[src/rtl/keypad_pkg.sv]
// ---------------------------------------------------------------------------
// keypad_pkg
// Shared definitions for the keypad event path.
//   KEY_NONE       : scanner code meaning "no key".
//   KEY_A..KEY_D,
//   KEY_HASH,
//   KEY_STAR       : named key codes.
//   kq_state_t     : debouncer FSM states.
//   cnt_width()    : width of a counter that must reach the largest of
//                    three cycle limits without wrapping.
// ---------------------------------------------------------------------------
package keypad_pkg;

  localparam logic [4:0] KEY_NONE = 5'd31;

  localparam logic [3:0] KEY_A    = 4'd10;
  localparam logic [3:0] KEY_B    = 4'd11;
  localparam logic [3:0] KEY_C    = 4'd12;
  localparam logic [3:0] KEY_D    = 4'd13;
  localparam logic [3:0] KEY_HASH = 4'd14;
  localparam logic [3:0] KEY_STAR = 4'd15;

  typedef enum logic [1:0] {
    IDLE     = 2'd0,
    DEBOUNCE = 2'd1,
    HELD     = 2'd2,
    RELEASE  = 2'd3
  } kq_state_t;

  function automatic int cnt_width(input int unsigned a,
                                   input int unsigned b,
                                   input int unsigned c);
    int unsigned m;
    m = a;
    if (b > m) m = b;
    if (c > m) m = c;
    return (m > 32'd1) ? $clog2(m) : 1;
  endfunction

endpackage

[src/rtl/sync_fifo.sv]
// ---------------------------------------------------------------------------
// sync_fifo
// Single-clock FIFO with a registered head output.
//   clk, rst_n : clock, synchronous active-low reset.
//   push, din  : write request and data; ignored when full unless a pop
//                happens in the same cycle.
//   pop        : remove the head entry; ignored when empty.
//   dout       : registered copy of the head entry (0 after reset).
//   full/empty : occupancy flags.
//   count      : occupancy, 0..DEPTH.
// DEPTH must be a power of two, at least 2.
// ---------------------------------------------------------------------------
module sync_fifo #(
  parameter int unsigned WIDTH = 4,
  parameter int unsigned DEPTH = 8
) (
  input  logic                     clk,
  input  logic                     rst_n,
  input  logic                     push,
  input  logic [WIDTH-1:0]         din,
  input  logic                     pop,
  output logic [WIDTH-1:0]         dout,
  output logic                     full,
  output logic                     empty,
  output logic [$clog2(DEPTH):0]   count
);

  localparam int AW = $clog2(DEPTH);
  localparam int PW = AW + 1;

  logic [WIDTH-1:0] mem [DEPTH];
  logic [PW-1:0]    wr_ptr;
  logic [PW-1:0]    rd_ptr;
  logic [PW-1:0]    rd_next;
  logic [WIDTH-1:0] head_next;
  logic             do_push;
  logic             do_pop;

  // Pointers carry one extra bit so full and empty are distinguishable.
  assign count   = wr_ptr - rd_ptr;
  assign full    = (count == PW'(DEPTH));
  assign empty   = (count == {PW{1'b0}});
  assign do_pop  = pop && !empty;
  assign do_push = push && (!full || do_pop);

  // Next head value: bypass din when the slot being written becomes the head.
  always_comb begin
    rd_next = rd_ptr + PW'(do_pop);
    if (do_push && (rd_next == wr_ptr)) begin
      head_next = din;
    end else begin
      head_next = mem[rd_next[AW-1:0]];
    end
  end

  // Storage, pointers and registered head.
  always_ff @(posedge clk) begin
    if (!rst_n) begin
      wr_ptr <= {PW{1'b0}};
      rd_ptr <= {PW{1'b0}};
      dout   <= {WIDTH{1'b0}};
      for (int i = 0; i < int'(DEPTH); i++) begin
        mem[i] <= {WIDTH{1'b0}};
      end
    end else begin
      if (do_push) begin
        mem[wr_ptr[AW-1:0]] <= din;
        wr_ptr              <= wr_ptr + {{(PW-1){1'b0}}, 1'b1};
      end
      if (do_pop) begin
        rd_ptr <= rd_next;
      end
      dout <= head_next;
    end
  end

endmodule

[src/rtl/key_event_queue.sv]
// ---------------------------------------------------------------------------
// key_event_queue
// Debounces the keypad scanner output and queues one event per key press.
//   clk, rst_n     : 27 MHz clock, synchronous active-low reset.
//   key            : raw scanner code, 0-15 valid, 31 = none.
//   keypad_pressed : raw press flag.
//   ev_ready       : consumer accepts the head event.
//   ev_valid       : an event is waiting.
//   ev_key         : head event code (registered).
//   ev_count       : FIFO occupancy.
//   overflow       : sticky, an event was dropped; ovf_clr clears it
//                    (a new drop in the same cycle wins).
//   key_held       : a debounced key is down.
// Build option: define KEY_REPEAT_EN for auto-repeat while a key is held.
// ---------------------------------------------------------------------------
module key_event_queue
  import keypad_pkg::*;
#(
  parameter int unsigned STABLE_CYCLES = 270000,
  parameter int unsigned DEPTH         = 8,
  parameter int unsigned REPEAT_DELAY  = 13500000,
  parameter int unsigned REPEAT_PERIOD = 5400000
) (
  input  logic                   clk,
  input  logic                   rst_n,
  input  logic [4:0]             key,
  input  logic                   keypad_pressed,
  input  logic                   ev_ready,
  output logic                   ev_valid,
  output logic [3:0]             ev_key,
  output logic [$clog2(DEPTH):0] ev_count,
  output logic                   overflow,
  input  logic                   ovf_clr,
  output logic                   key_held
);

  localparam int CW = cnt_width(STABLE_CYCLES, REPEAT_DELAY, REPEAT_PERIOD);
  localparam logic [CW-1:0] STABLE_LAST = CW'(STABLE_CYCLES - 32'd1);

  logic [4:0]    key_meta;
  logic [4:0]    key_sync;
  logic          pressed_meta;
  logic          pressed_sync;
  logic [4:0]    samp;

  kq_state_t     state;
  logic [3:0]    cand;
  logic [CW-1:0] cnt;
  logic          push_req;
  logic [3:0]    push_key;

  logic          fifo_full;
  logic          fifo_empty;
  logic          pop;

`ifdef KEY_REPEAT_EN
  localparam logic [CW-1:0] DELAY_LAST  = CW'(REPEAT_DELAY - 32'd1);
  localparam logic [CW-1:0] PERIOD_LAST = CW'(REPEAT_PERIOD - 32'd1);
  logic [CW-1:0] rep_cnt;
  logic          rep_phase;   // 0: waiting for first repeat, 1: periodic
`endif

  // Two-flop synchronizer; the scanner runs on a divided clock.
  always_ff @(posedge clk) begin
    if (!rst_n) begin
      key_meta     <= KEY_NONE;
      key_sync     <= KEY_NONE;
      pressed_meta <= 1'b0;
      pressed_sync <= 1'b0;
    end else begin
      key_meta     <= key;
      key_sync     <= key_meta;
      pressed_meta <= keypad_pressed;
      pressed_sync <= pressed_meta;
    end
  end

  // Collapse flag + code into one sample; codes 16..31 count as no key.
  always_comb begin
    if (pressed_sync && !key_sync[4]) begin
      samp = {1'b0, key_sync[3:0]};
    end else begin
      samp = KEY_NONE;
    end
  end

  // Debounce FSM. push_req is a one-cycle strobe consumed by the FIFO on
  // the following edge.
  always_ff @(posedge clk) begin
    if (!rst_n) begin
      state    <= IDLE;
      cand     <= 4'd0;
      cnt      <= {CW{1'b0}};
      key_held <= 1'b0;
      push_req <= 1'b0;
      push_key <= 4'd0;
`ifdef KEY_REPEAT_EN
      rep_cnt   <= {CW{1'b0}};
      rep_phase <= 1'b0;
`endif
    end else begin
      push_req <= 1'b0;
      case (state)
        IDLE: begin
          if (samp != KEY_NONE) begin
            cand  <= samp[3:0];
            cnt   <= {CW{1'b0}};
            state <= DEBOUNCE;
          end
        end
        DEBOUNCE: begin
          if (samp == KEY_NONE) begin
            state <= IDLE;
          end else if (samp[3:0] != cand) begin
            cand <= samp[3:0];
            cnt  <= {CW{1'b0}};
          end else if (cnt == STABLE_LAST) begin
            push_req <= 1'b1;
            push_key <= cand;
            key_held <= 1'b1;
            state    <= HELD;
`ifdef KEY_REPEAT_EN
            rep_cnt   <= {CW{1'b0}};
            rep_phase <= 1'b0;
`endif
          end else begin
            cnt <= cnt + {{(CW-1){1'b0}}, 1'b1};
          end
        end
        HELD: begin
          // Other keys pressed while held are deliberately ignored.
          if (samp == KEY_NONE) begin
            cnt   <= {CW{1'b0}};
            state <= RELEASE;
`ifdef KEY_REPEAT_EN
            rep_cnt   <= {CW{1'b0}};
            rep_phase <= 1'b0;
          end else if (!rep_phase && (rep_cnt == DELAY_LAST)) begin
            push_req  <= 1'b1;
            push_key  <= cand;
            rep_cnt   <= {CW{1'b0}};
            rep_phase <= 1'b1;
          end else if (rep_phase && (rep_cnt == PERIOD_LAST)) begin
            push_req <= 1'b1;
            push_key <= cand;
            rep_cnt  <= {CW{1'b0}};
          end else begin
            rep_cnt <= rep_cnt + {{(CW-1){1'b0}}, 1'b1};
`endif
          end
        end
        RELEASE: begin
          // A short dropout is a contact bounce: resume HELD, no new event.
          if (samp != KEY_NONE) begin
            state <= HELD;
`ifdef KEY_REPEAT_EN
            rep_cnt   <= {CW{1'b0}};
            rep_phase <= 1'b0;
`endif
          end else if (cnt == STABLE_LAST) begin
            key_held <= 1'b0;
            state    <= IDLE;
          end else begin
            cnt <= cnt + {{(CW-1){1'b0}}, 1'b1};
          end
        end
        default: begin
          state <= IDLE;
        end
      endcase
    end
  end

  assign ev_valid = !fifo_empty;
  assign pop      = ev_valid && ev_ready;

  // Sticky overflow: a push that finds the FIFO full with no pop is lost.
  always_ff @(posedge clk) begin
    if (!rst_n) begin
      overflow <= 1'b0;
    end else if (push_req && fifo_full && !pop) begin
      overflow <= 1'b1;
    end else if (ovf_clr) begin
      overflow <= 1'b0;
    end else begin
      overflow <= overflow;
    end
  end

  sync_fifo #(
    .WIDTH (4),
    .DEPTH (DEPTH)
  ) u_fifo (
    .clk   (clk),
    .rst_n (rst_n),
    .push  (push_req),
    .din   (push_key),
    .pop   (pop),
    .dout  (ev_key),
    .full  (fifo_full),
    .empty (fifo_empty),
    .count (ev_count)
  );

endmodule

[config.mk]
export PLATFORM = sky130hd
export DESIGN_NAME = key_event_queue
export DESIGN_NICKNAME = d
export VERILOG_FILES = /design/src/rtl/keypad_pkg.sv /design/src/rtl/sync_fifo.sv /design/src/rtl/key_event_queue.sv
export SDC_FILE = /design/constraint.sdc
export NUM_CORES = 1
export LEC_CHECK = 0
export ABC_AREA = 1
export BUFFER_PORTS_ARGS = -buffer_cell sky130_fd_sc_hd__clkbuf_2
export CAP_MARGIN = 20
export CORE_MARGIN = 3
export CORE_UTILIZATION = 60
export CTS_CLUSTER_DIAMETER = 150
export DETAILED_ROUTE_END_ITERATION = 10
export HOLD_SLACK_MARGIN = 0.03
export MAX_ROUTING_LAYER = met4
export PLACE_DENSITY = 0.84
export SLEW_MARGIN = 30
export SYNTH_ARGS = -nofsm -noshare
export SYNTH_HDL_FRONTEND = slang
export SYNTH_SLANG_ARGS = --single-unit
[constraint.sdc]
create_clock -name clk -period 3.86 [get_ports clk]
set_input_delay 0.193 -clock clk [delete_from_list [all_inputs] [get_ports clk]]
set_output_delay 0.193 -clock clk [all_outputs]
set_load 0.05 [all_outputs]
==> metrics, run 1 <==
clk sinks=93; final setup violation count=0; Layout area overhead=9.691%; Fmax=0.2960 GHz; Die Area=9137 sq um; Crit path arrival time=3.65 ns; maxcap violations=0; first-pass GRT wire length=17200 um; Pint=1.701 mW; R2R Setup Slk=0.48 ns; worst hold margin=0.07566 ns; detailed-route wire length on metal 1=4720 um; CTS resizes=0; PwrDens=542.5 nW/um^2; Seq pwr share=38.6%; Reg-to-Reg Start=u_fifo.wr_ptr[0]; syn_area_per_cell=7.805 sq um; net switching power of the design=1.165 mW; layout cells sized above 1=15.02%; Post-Place Worst Slack=0.5464 ns; max layer used=met4; post-placement cell area=5014 sq um; Wirelength per Cell=13.73 um; Hold Path End=overflow; drt initial violations=321; HP Start=ovf_clr; status=completed; clock slew at reported path FFs=0.10 ns; part of the power in combinational logic=38.1%; RSZ-0062 raised after global routing=false; antenna viol nets, final=0; Pleak=2.106 nW; fill count=631; syn_nets=635; drt first pass iters=5; Worst EP required=4.13 ns; placed instance count=726; Synth Warn #=0; Tot Pwr=2.866 mW; XOR/XNOR share of the synthesized area=3.429%; routability congestion estimate=0.9073; routed wl met2=4965 um; cell count after synthesis=617; grt ovf=0; crit path launch type=flop; Clock Latency Late Sink=0.37 ns; Setup TNS=0 ns; Rows=32; Crit Path Class=flop to flop; Setup crit end kind=flop; via count=4046; gr usage total=24.68%; multiplexer share of the synthesized area=0%; Synth Area in Simple Gates=36.45%; largest fanout on the critical path=8; setup bufs post-CTS=0; fin worst setup slack=0.4813 ns; DRC=0; Ports=21; final clock skew=0.01660 ns; Die Y=95.59 um; VDD IR max=0.0003981 V; synthesis-stage register bit count=93; diode count=0; hold_buf cts=5; vias in the first global route=3754; Tightest Pin Transition=0.5807 ns; initial antenna violation count=0; sequential share of the synthesized area=45.31%; worst reg2reg path depth=17; clk root buf=clkbuf_8; clock buffer depth=2; CTS Buf Count=9; Port Buf Inserts=20; # H-tree levels=3; largest net degree at the start of global routing=36; Final nets=659; Slew HR=60.93%; post-synth cell types=38; compound-cell area share of the yosys netlist=5.014%; post-layout util=68.01%; Final min period=3.379 ns; largest family of logic cells by synthesized area=simple AND/OR/NAND/NOR gates; Initial Util=62.00%; Worst Hold Depth=4; Hold WC Path Type=primary input to flop; mapped cell area=4816 sq um; CTS tree=yes; Final Cycle Share=87.53%; Crit Reg-Reg Endpoint=u_fifo.dout[0]; post-DR vias/cell=5.409; post-route cell area=5283 sq um; die width=95.59 um; Final Hold Fails=0; Post-Synth Adder-Cell Area=2.234%; Net Sw Frac=40.65%; Core Footprint=7767 sq um; Clk pwr share=23.4%; total routed wirelength=10270 um; Finished Layout Cells=748; Slew Limit Fails=0; HPWL after detailed placement=7533 um; routed wl met3=423 um
-- flip-flops by register name (all words and copies together), names as in the netlist, named ones only --
signal and cells:
pressed_meta 1, pressed_sync 1, u_fifo.rd_ptr 4, u_fifo.mem 32, overflow 1, push_req 1
u_fifo.wr_ptr 4, state 1, key_meta 5, key_held 1, cand 4, push_key 4
cnt 24, key_sync 5, u_fifo.dout 4
-- how the worst max path moves through the flow --
stage,to,startpoint,depth (start not counted),slack (ns)
after floorplan,u_fifo.dout[2],u_fifo.wr_ptr[0],20,0.01
after global placement,u_fifo.dout[1],u_fifo.wr_ptr[0],17,0.72
after detailed placement,u_fifo.dout[1],u_fifo.wr_ptr[0],17,0.55
after CTS,u_fifo.dout[1],u_fifo.wr_ptr[0],17,0.51
after global routing,u_fifo.dout[1],u_fifo.wr_ptr[0],16,0.19
final,u_fifo.dout[0],u_fifo.wr_ptr[0],17,0.48
-- cells in the final DEF, fill, tap and decap left out, types with 16 or more instances in the layout --
| cell type | instances |
|---|---|
| nor2_1 | 134 |
| nand2_1 | 120 |
| dfxtp_1 | 61 |
| inv_1 | 60 |
| nand3_1 | 35 |
| edfxtp_1 | 32 |
| clkbuf_2 | 20 |
| a21oi_1 | 17 |
| nand4_1 | 17 |
| o21ai_0 | 16 |
-- power by group through the flow --
| stage | Combinational (mW) | Sequential (mW) | Clock, mW |
|---|---|---|---|
| 4_1_cts | 1.09 | 1.11 | 0.672 |
| 2_1_floorplan | 0.860 | 1.17 | 0 |
| 3_3_place_gp | 1.06 | 1.13 | 0 |
| 5_1_grt | 1.20 | 1.11 | 0.722 |
| 3_5_place_dp | 1.08 | 1.13 | 0 |
| 6_report | 1.09 | 1.11 | 0.669 |
-- metal layers --
| metal | GRT usage (%) | up-vias |
|---|---|---|
| met2 | 39.55 | 95 |
| met5 | - | - |
| met1 | 32.58 | 1902 |
| met4 | 7.820 | 0 |
| li1 | - | 2034 |
| met3 | 3.236 | 15 |
-- synthesized netlist by cell type (all sizes together) --
master | instances | area [sq um]
a21oi | 17 | 85.08
a31oi | 1 | 6.260
and2 | 2 | 13.77
and3 | 1 | 6.260
buf | 8 | 61.31
clkbuf | 8 | 40.04
clkinv | 4 | 15.01
dfxtp | 61 | 1221
edfxtp | 32 | 960.9
fa | 1 | 20.02
ha | 7 | 87.58
inv | 66 | 247.7
nand2 | 130 | 535.5
nand3 | 46 | 300.3
nand4 | 18 | 127.6
nor2 | 142 | 574.3
nor3 | 17 | 110.1
nor4 | 3 | 18.77
o21ai | 16 | 80.08
o32ai | 8 | 70.07
or2 | 11 | 68.82
xnor2 | 5 | 51.30
xor2 | 13 | 113.9
-- critical path, stage by stage, from the launching register on --
cell and delay (ns):
dfxtp_1 0.65, inv_8 0.08, ha_4 0.18, inv_2 0.06, fa_2 0.44, nor2_2 0.12, nand4_1 0.13, nand2_2 0.16
inv_2 0.06, ha_2 0.18, ha_1 0.21, xnor2_2 0.31, xor2_1 0.18, nand3_1 0.14, nor2_4 0.18, nand2_1 0.09
nand2_1 0.08, nor2_1 0.05
-- layout make-up --
cell class	instances	area, sq um	share of cell area [%]
repair buffers	29	182.7	3.458
inverters	70	270.3	5.116
flip-flops and latches	93	2182	41.31
clock buffers	10	148.9	2.819
multi-input cells	438	2311	43.75
well taps	102	127.6	2.416
clock inverters	6	60.06	1.137
-- logic make-up after synthesis --
logic type | after synthesis
buf+inv | 86
simple gates | 370
fa+ha+maj | 8
xor+xnor | 18
compound gates | 42
flops | 93
No activity file was read; power rests on OpenSTA's default activity.
==> inputs of run 2 (changes only) <==
--- a/config.mk
+++ b/config.mk
@@ -18,4 +18,5 @@
 export SLEW_MARGIN = 30
 export SYNTH_ARGS = -nofsm -noshare
 export SYNTH_HDL_FRONTEND = slang
+export SYNTH_HIERARCHICAL = 1
 export SYNTH_SLANG_ARGS = --single-unit
==> run 2 against run 1 <==
Routed wire length fell by 4.0%. Maximum frequency fell by 3.9%. Combinational power rose by 24%. Sequential share of layout area grew 0.81 points. Critical endpoint is now u_fifo/dout[3].
==> metrics, run 2 <==
routability congestion estimate=0.9373 (+3.3%); HPWL after detailed placement=7089 um (-5.9%); clock slew at reported path FFs=0.09 ns (about the same); WP buf/inv=6 (+3); CTS Buf Count=9 (unchanged); crit path launch type=flop; Post-synth top flop=dfxtp_1; Slew Limit Fails=0 (unchanged); Finished Layout Cells=756 (+1.1%); largest net degree at the start of global routing=35 (-2.8%); Layout area overhead=10.47%; FFs w/ async S/R, synth=0% (unchanged); CP max stage cell=fa_1; max reg flops=32 (unchanged); post-synth cell types=34 (-11%); Slew HR=66.94% (+6.0 points); mapped cell area=4698 sq um (-2.4%); Worst EP required=4.15 ns (+0.02 ns); Setup TNS=0 ns (unchanged); Crit path arrival time=3.81 ns (+0.16 ns); cell count after synthesis=622 (+0.81%); post-route cell area=5190 sq um (-1.8%); Die Y=94.49 um (-1.2%); Sequential Area=2186 sq um (+0.17%); Ports=21 (unchanged); worst stage delay on the critical path=0.44 ns (-0.21 ns); Wirelength per Cell=13.05 um (-5.0%); Final Hold Fails=0 (unchanged); PwrDens=603.8 nW/um^2 (+11%); gr usage total=24.47% (-0.21 points); clock buffer depth=2 (unchanged); maxcap violations=0 (unchanged); Clock Latency Late Sink=0.36 ns (about the same); Largest regs=u_fifo/mem: 32 flops, cnt: 24 flops; worst hold margin=0.1057 ns (+0.03007 ns); antenna viol nets, final=0 (unchanged); Synth Warn #=6 (+6); syn_nets=640 (+0.79%); commonest non-fill, non-tap cell in the layout=nor2_1; Initial Util=63.42% (+1.4 points); die width=94.49 um (-1.2%); CTS tree=yes; Hold WC Path Type=primary input to flop; post-synth top area cell=dfxtp_1; largest fanout on the critical path=6 (-2); commonest cells after routing, fill and taps aside=nor2_1, nand2_1, inv_1, dfxtp_1, o21ai_0; status=completed; placed instance count=734 (+1.1%); Crit Path Class=flop to flop; Setup crit end kind=flop; RSZ-0062 raised after global routing=false; number of synthesized flops with an enable pin=32 (unchanged); Multi-input gate area=2160 sq um (-6.6%); via count=4058 (+0.30%); most area-consuming cells after synthesis=dfxtp_1, edfxtp_1, nor2_1; total routed wirelength=9863 um (-4.0%); first-pass GRT wire length=16810 um (-2.3%); Die Area=8928 sq um (-2.3%); drt first pass iters=5 (unchanged); clk sinks=93 (unchanged); Core Footprint=7408 sq um (-4.6%); cell with the most instances after synthesis=nor2_1; fill count=626 (-0.79%); sequential share of the synthesized area=46.44% (+1.1 points); Top reg by flops=u_fifo/mem; Final Cycle Share=91.08% (+3.5 points); syn_area_per_cell=7.553 sq um (-3.2%); # H-tree levels=3 (unchanged); grt ovf=0 (unchanged); VDD IR max=0.0003382 V (-15%); critical path, cell by cell=inv_2, ha_1, inv_1, fa_1, or2_1, nor2_4, nand3_1, inv_1, nor2_1, nand2_1, inv_1, ha_1, ha_4, inv_1, nand2_1, nand2_1, nor2_1, nand2_1, nor2_4, nand3_2, nand2_1, inv_1, nor2_1; diode count=0 (unchanged); Yosys top cell area share=25.99% (+0.63 points); Tightest Pin Transition=0.4941 ns (-0.08658 ns); Rows=31 (-3.1%); post-DR vias/cell=5.368 (-0.76%); vias in the first global route=3882 (+3.4%); synthesis-stage register bit count=93 (unchanged); drt initial violations=254 (-21%); final clock skew=0.01472 ns (-0.001880 ns); post-placement cell area=4893 sq um (-2.4%); Pleak=2.112 nW (+0.27%); Commonest cells post-synth=nor2_1, nand2_1, inv_1; final setup violation count=0 (unchanged); Final nets=670 (+1.7%); Port Buf Inserts=20 (unchanged); DRC=0 (unchanged); Crit path max-delay family=simple AND/OR/NAND/NOR gates; layout cells sized above 1=12.79% (-2.2 points); setup bufs post-CTS=0 (unchanged); initial antenna violation count=0 (unchanged); Final min period=3.516 ns (+0.1369 ns); Fmax=0.2844 GHz (-3.9%); clk root buf=clkbuf_8
## run 2: changes by cell type in the layout (fill, tap and decap cells not counted), moves of 4 or more
| cell | previous run | this run |
|---|---|---|
| o21ai_0 | 16 | 40 |
| o22ai_1 | 0 | 5 |
| nor2_4 | 2 | 6 |
| o32ai_1 | 8 | 0 |
| nor2_1 | 134 | 127 |
| inv_1 | 60 | 73 |
| nand4_1 | 17 | 11 |
## run 2: final cells by class
class                   count  share of cell area [%]
clock buffers              11                   2.941
clock inverters             5                   1.205
inverters                  82                   5.931
multi-input cells         435                   41.61
flip-flops and latches     93                   42.12
well taps                  99                   2.387
repair buffers             31                   3.809
## run 2: worst register-to-register path: cells and delay by family (launching register included)
kind	cells	cell delay, ns
flip-flops	1	0.40
adder cells (fa/ha/maj)	4	1.14
AND/OR/NAND/NOR	13	1.48
buffers and inverters	6	0.44
## run 2: final timing paths
check                   start        endpoint  slack (ns)  cells after the start
max          u_fifo/wr_ptr[0]  u_fifo/dout[3]        0.34                     23
min                   ovf_clr        overflow        0.11                      4
max reg2reg  u_fifo/wr_ptr[0]  u_fifo/dout[3]        0.34                     23
min reg2reg       key_meta[0]     key_sync[0]        0.42                      1
## run 2: layer usage
metal / GRT usage [%] / share of wire (%) / vias up
li1: - / - / 2052
met5: - / 0 / -
met3: 4.462 / 5.2 / 24
met2: 42.20 / 50 / 128
met1: 28.88 / 43 / 1854
met4: 8.173 / 1.6 / 0
## run 2: power breakdown
group          leakage [nW]  internal (mW)  switching, mW
combinational          1.20          0.415          0.932
sequential            0.802           1.06         0.0273
clock                 0.110          0.345          0.350
## run 2: cells by family after synthesis
family,after synthesis,synth area share (%)
compound gates,63,6.951
simple gates,351,33.93
buf+inv,94,7.963
flops,93,46.44
xor+xnor,13,2.423
fa+ha+maj,8,2.290
## run 2: repair_timing
action                                  CTS  global route
endpoints found under the setup margin    0             4
gates resized for setup                   0             4
endpoints found under the hold margin     6             0
hold buffers                              6             0
## run 2: stage by stage
| stage | setup slack [ns] | power [mW] | utilization, % |
|---|---|---|---|
| 2_1_floorplan | 0.06870 | 2.149 | - |
| 3_3_place_gp | 0.3716 | 2.373 | 66.05 |
| 3_5_place_dp | 0.1820 | 2.411 | 66.05 |
| 4_1_cts | 0.1353 | 3.109 | 69.77 |
| 5_1_grt | 0.02643 | 3.358 | 70.06 |
| 6_report | 0.3444 | 3.134 | 70.06 |
==> inputs of run 3 (changes only) <==
--- a/config.mk
+++ b/config.mk
@@ -5,8 +5,8 @@
 export SDC_FILE = /design/constraint.sdc
 export NUM_CORES = 1
 export LEC_CHECK = 0
-export ABC_AREA = 1
-export BUFFER_PORTS_ARGS = -buffer_cell sky130_fd_sc_hd__clkbuf_2
+export ABC_AREA = 0
+export BUFFER_PORTS_ARGS = -buffer_cell sky130_fd_sc_hd__buf_2
 export CAP_MARGIN = 20
 export CORE_MARGIN = 3
 export CORE_UTILIZATION = 60
==> run 3 against run 2 <==
Global-route usage decreased by 0.86 points. Sequential cell count unchanged. Final cell count fell by 24%. Critical path type unchanged. Synthesized cell count decreased by 28%. Clock skew is 0.0030 ns lower. Sequential share of layout area rose by 1.2 points. Final area decreased by 3.0%. Core utilization is 1.4 points lower. Critical endpoint is now u_fifo/dout[2]. Non-clock buffer count rose by 4. Routed wire length is 2.0% lower. Setup slack got worse by 0.13 ns.
==> metrics, run 3 <==
FFs w/ async S/R, synth=0% (unchanged); R2R Setup Slk=0.21 ns (-0.13 ns); Layout area overhead=9.861%; Slew Limit Fails=0 (unchanged); Tightest Pin Transition=0.7596 ns (+0.2655 ns); Worst Hold Depth=3 (-1); Tot Pwr=1.709 mW (-45%); commonest cells after routing, fill and taps aside=dfxtp_1, nor2_1, nand2_1, edfxtp_1, and2_1; Final Cycle Share=94.47% (+3.4 points); maxcap violations=0 (unchanged); drt first pass iters=5 (unchanged); synthesis-stage register bit count=93 (unchanged); Crit path arrival time=3.89 ns (+0.08 ns); grt ovf=0 (unchanged); Fmax=0.2742 GHz (-3.6%); sequential share of the synthesized area=47.64% (+1.2 points); Die Area=8719 sq um (-2.3%); Worst EP required=4.11 ns (-0.04 ns); post-DR vias/cell=6.035 (+12%); Clock Latency Late Sink=0.36 ns (about the same); diode count=0 (unchanged); # H-tree levels=3 (unchanged); Die Y=93.38 um (-1.2%); status=completed; post-synth cell types=58 (+71%); RSZ-0062 raised after global routing=false; cell count after synthesis=448 (-28%); final clock skew=0.01167 ns (-0.003047 ns); Crit Path Class=flop to flop; Sequential Area=2182 sq um (-0.17%); clk sinks=93 (unchanged); drt initial violations=312 (+23%); clock buffer depth=2 (unchanged); syn_area_per_cell=10.22 sq um (+35%); Hold WC Path Type=primary input to flop; Post-synth top flop=dfxtp_1; Pleak=1.720 nW (-19%); post-synth top area cell=dfxtp_1; routability congestion estimate=0.9114 (-2.8%); HPWL after detailed placement=6748 um (-4.8%); post-route cell area=5032 sq um (-3.0%); commonest non-fill, non-tap cell in the layout=dfxtp_1; Largest regs=u_fifo/mem: 32 flops, cnt: 24 flops; Port Buf Inserts=20 (unchanged); first-pass GRT wire length=15710 um (-6.5%); PwrDens=339.6 nW/um^2 (-44%); CTS tree=yes; crit path launch type=flop; total routed wirelength=9664 um (-2.0%); final setup violation count=0 (unchanged); antenna viol nets, final=0 (unchanged); Rows=31 (unchanged); Synth Warn #=6 (unchanged); Ports=21 (unchanged); Setup TNS=0 ns (unchanged); fill count=546 (-13%); largest fanout on the critical path=10 (+4); CTS Buf Count=9 (unchanged); VDD IR max=0.0002629 V (-22%); most area-consuming cells after synthesis=dfxtp_1, edfxtp_1, mux4_2; Setup crit end kind=flop; Multi-input gate area=2247 sq um (+4.1%); gr usage total=23.61% (-0.86 points); initial antenna violation count=0 (unchanged); number of synthesized flops with an enable pin=32 (unchanged); syn_nets=466 (-27%); Final Hold Fails=0 (unchanged); layout cells sized above 1=16.28% (+3.5 points); cell with the most instances after synthesis=dfxtp_1; DRC=0 (unchanged); Wirelength per Cell=16.72 um (+28%); Slew HR=49.36% (-18 points); via count=3488 (-14%); die width=93.38 um (-1.2%); clk root buf=clkbuf_8; Reg-to-Reg Start=u_fifo/wr_ptr[0]; Yosys top cell area share=26.66% (+0.67 points); Crit Reg-Reg Endpoint=u_fifo/dout[2]; Final min period=3.647 ns (+0.1310 ns); mapped cell area=4581 sq um (-2.5%); Top reg by flops=u_fifo/mem; Initial Util=62.49% (-0.93 points); vias in the first global route=3305 (-15%); worst reg2reg path depth=14 (-39%); largest net degree at the start of global routing=41 (+17%); Commonest cells post-synth=dfxtp_1, nor2_1, nand2_1; HP Start=ovf_clr; post-placement cell area=4783 sq um (-2.2%); Hold Path End=overflow; max reg flops=32 (unchanged); clock slew at reported path FFs=0.09 ns (about the same); Final nets=492 (-27%); Core Footprint=7331 sq um (-1.0%)
[run 3: changes by cell type in the layout (fill, tap and decap cells not counted), sizes merged, moves of 15 or more]
cell | before | now
buf | 5 | 29
nor2 | 135 | 39
clkbuf | 31 | 10
inv | 81 | 21
nand2 | 131 | 36
and2 | 2 | 22
nand3 | 43 | 19
nand2b | 0 | 15
o21ai | 41 | 9
[run 3: cell families after synthesis]
family,synth area share (%)
xor gates and xnor gates,5.873
buffers and inverters,4.616
adders and majority gates,2.349
AOI/OAI and AO/OA,8.522
muxes,6.119
DFF,47.64
and+or+nand+nor,24.88
[run 3: final cells by class]
cell class / instances / share of cell area [%]
Sequential cell: 93 / 43.36
Clock buffer: 10 / 2.536
Timing Repair Buffer: 35 / 4.525
Inverter: 20 / 1.492
Clock inverter: 6 / 0.9697
Multi-Input combinational cell: 315 / 44.65
Tap cell: 99 / 2.461
[run 3: per-stage QoR]
stage | instances | util, % | worst slack (ns) | hold slack [ns]
after floorplan | 448 | - | 0.005008 | 0.2660
after global placement | 556 | 65.10 | 0.3419 | 0.3768
after detailed placement | 556 | 65.25 | 0.2219 | 0.3791
after CTS | 578 | 68.48 | 0.1758 | 0.1513
after global routing | 578 | 68.65 | 0.04212 | 0.1758
final | 578 | 68.65 | 0.2134 | 0.1627
[run 3: power by group]
| part | total, mW | switching, mW | internal (mW) |
|---|---|---|---|
| Sequential | 1.05 | 0.0121 | 1.04 |
| Combinational | 0.0651 | 0.0390 | 0.0261 |
| Clock | 0.596 | 0.357 | 0.239 |
[run 3: timing repair]
item	in CTS	in global routing
resized for setup	0	2
endpoints found under the setup margin	0	3
hold endpoints to repair	6	0
setup buffers	0	0
hold buffers	6	0
[run 3: metal layers]
metal / wire length (um) / track usage (%) / vias to the layer above
li1: - / - / 1661
met1: 4367 / 31.77 / 1677
met2: 4566 / 35.91 / 129
met3: 526 / 3.781 / 21
met4: 205 / 9.524 / 0
met5: 0 / - / -
[run 3: worst max-delay path by stage]
stage,startpoint,endpoint,slack [ns],depth (start not counted)
6_report,u_fifo/wr_ptr[0],u_fifo/dout[2],0.21,14
5_1_grt,u_fifo/wr_ptr[0],u_fifo/dout[2],0.04,14
4_1_cts,u_fifo/wr_ptr[0],u_fifo/dout[2],0.18,14
3_5_place_dp,u_fifo/wr_ptr[0],u_fifo/dout[2],0.22,14
3_3_place_gp,u_fifo/rd_ptr[0],u_fifo/dout[0],0.34,13
2_1_floorplan,u_fifo/wr_ptr[0],u_fifo/dout[0],0.005,20
[run 3: worst max-delay path, stage by stage (launching register included)]
cell,delay (ns)
dfxtp_1,0.33
inv_2,0.06
ha_1,0.16
inv_1,0.06
fa_2,0.40
xor2_4,0.17
or3_4,0.42
o21ba_1,0.30
buf_4,0.18
nor2_1,0.06
ha_2,0.41
buf_4,0.19
mux4_2,0.51
mux2i_1,0.18
a21boi_1,0.09
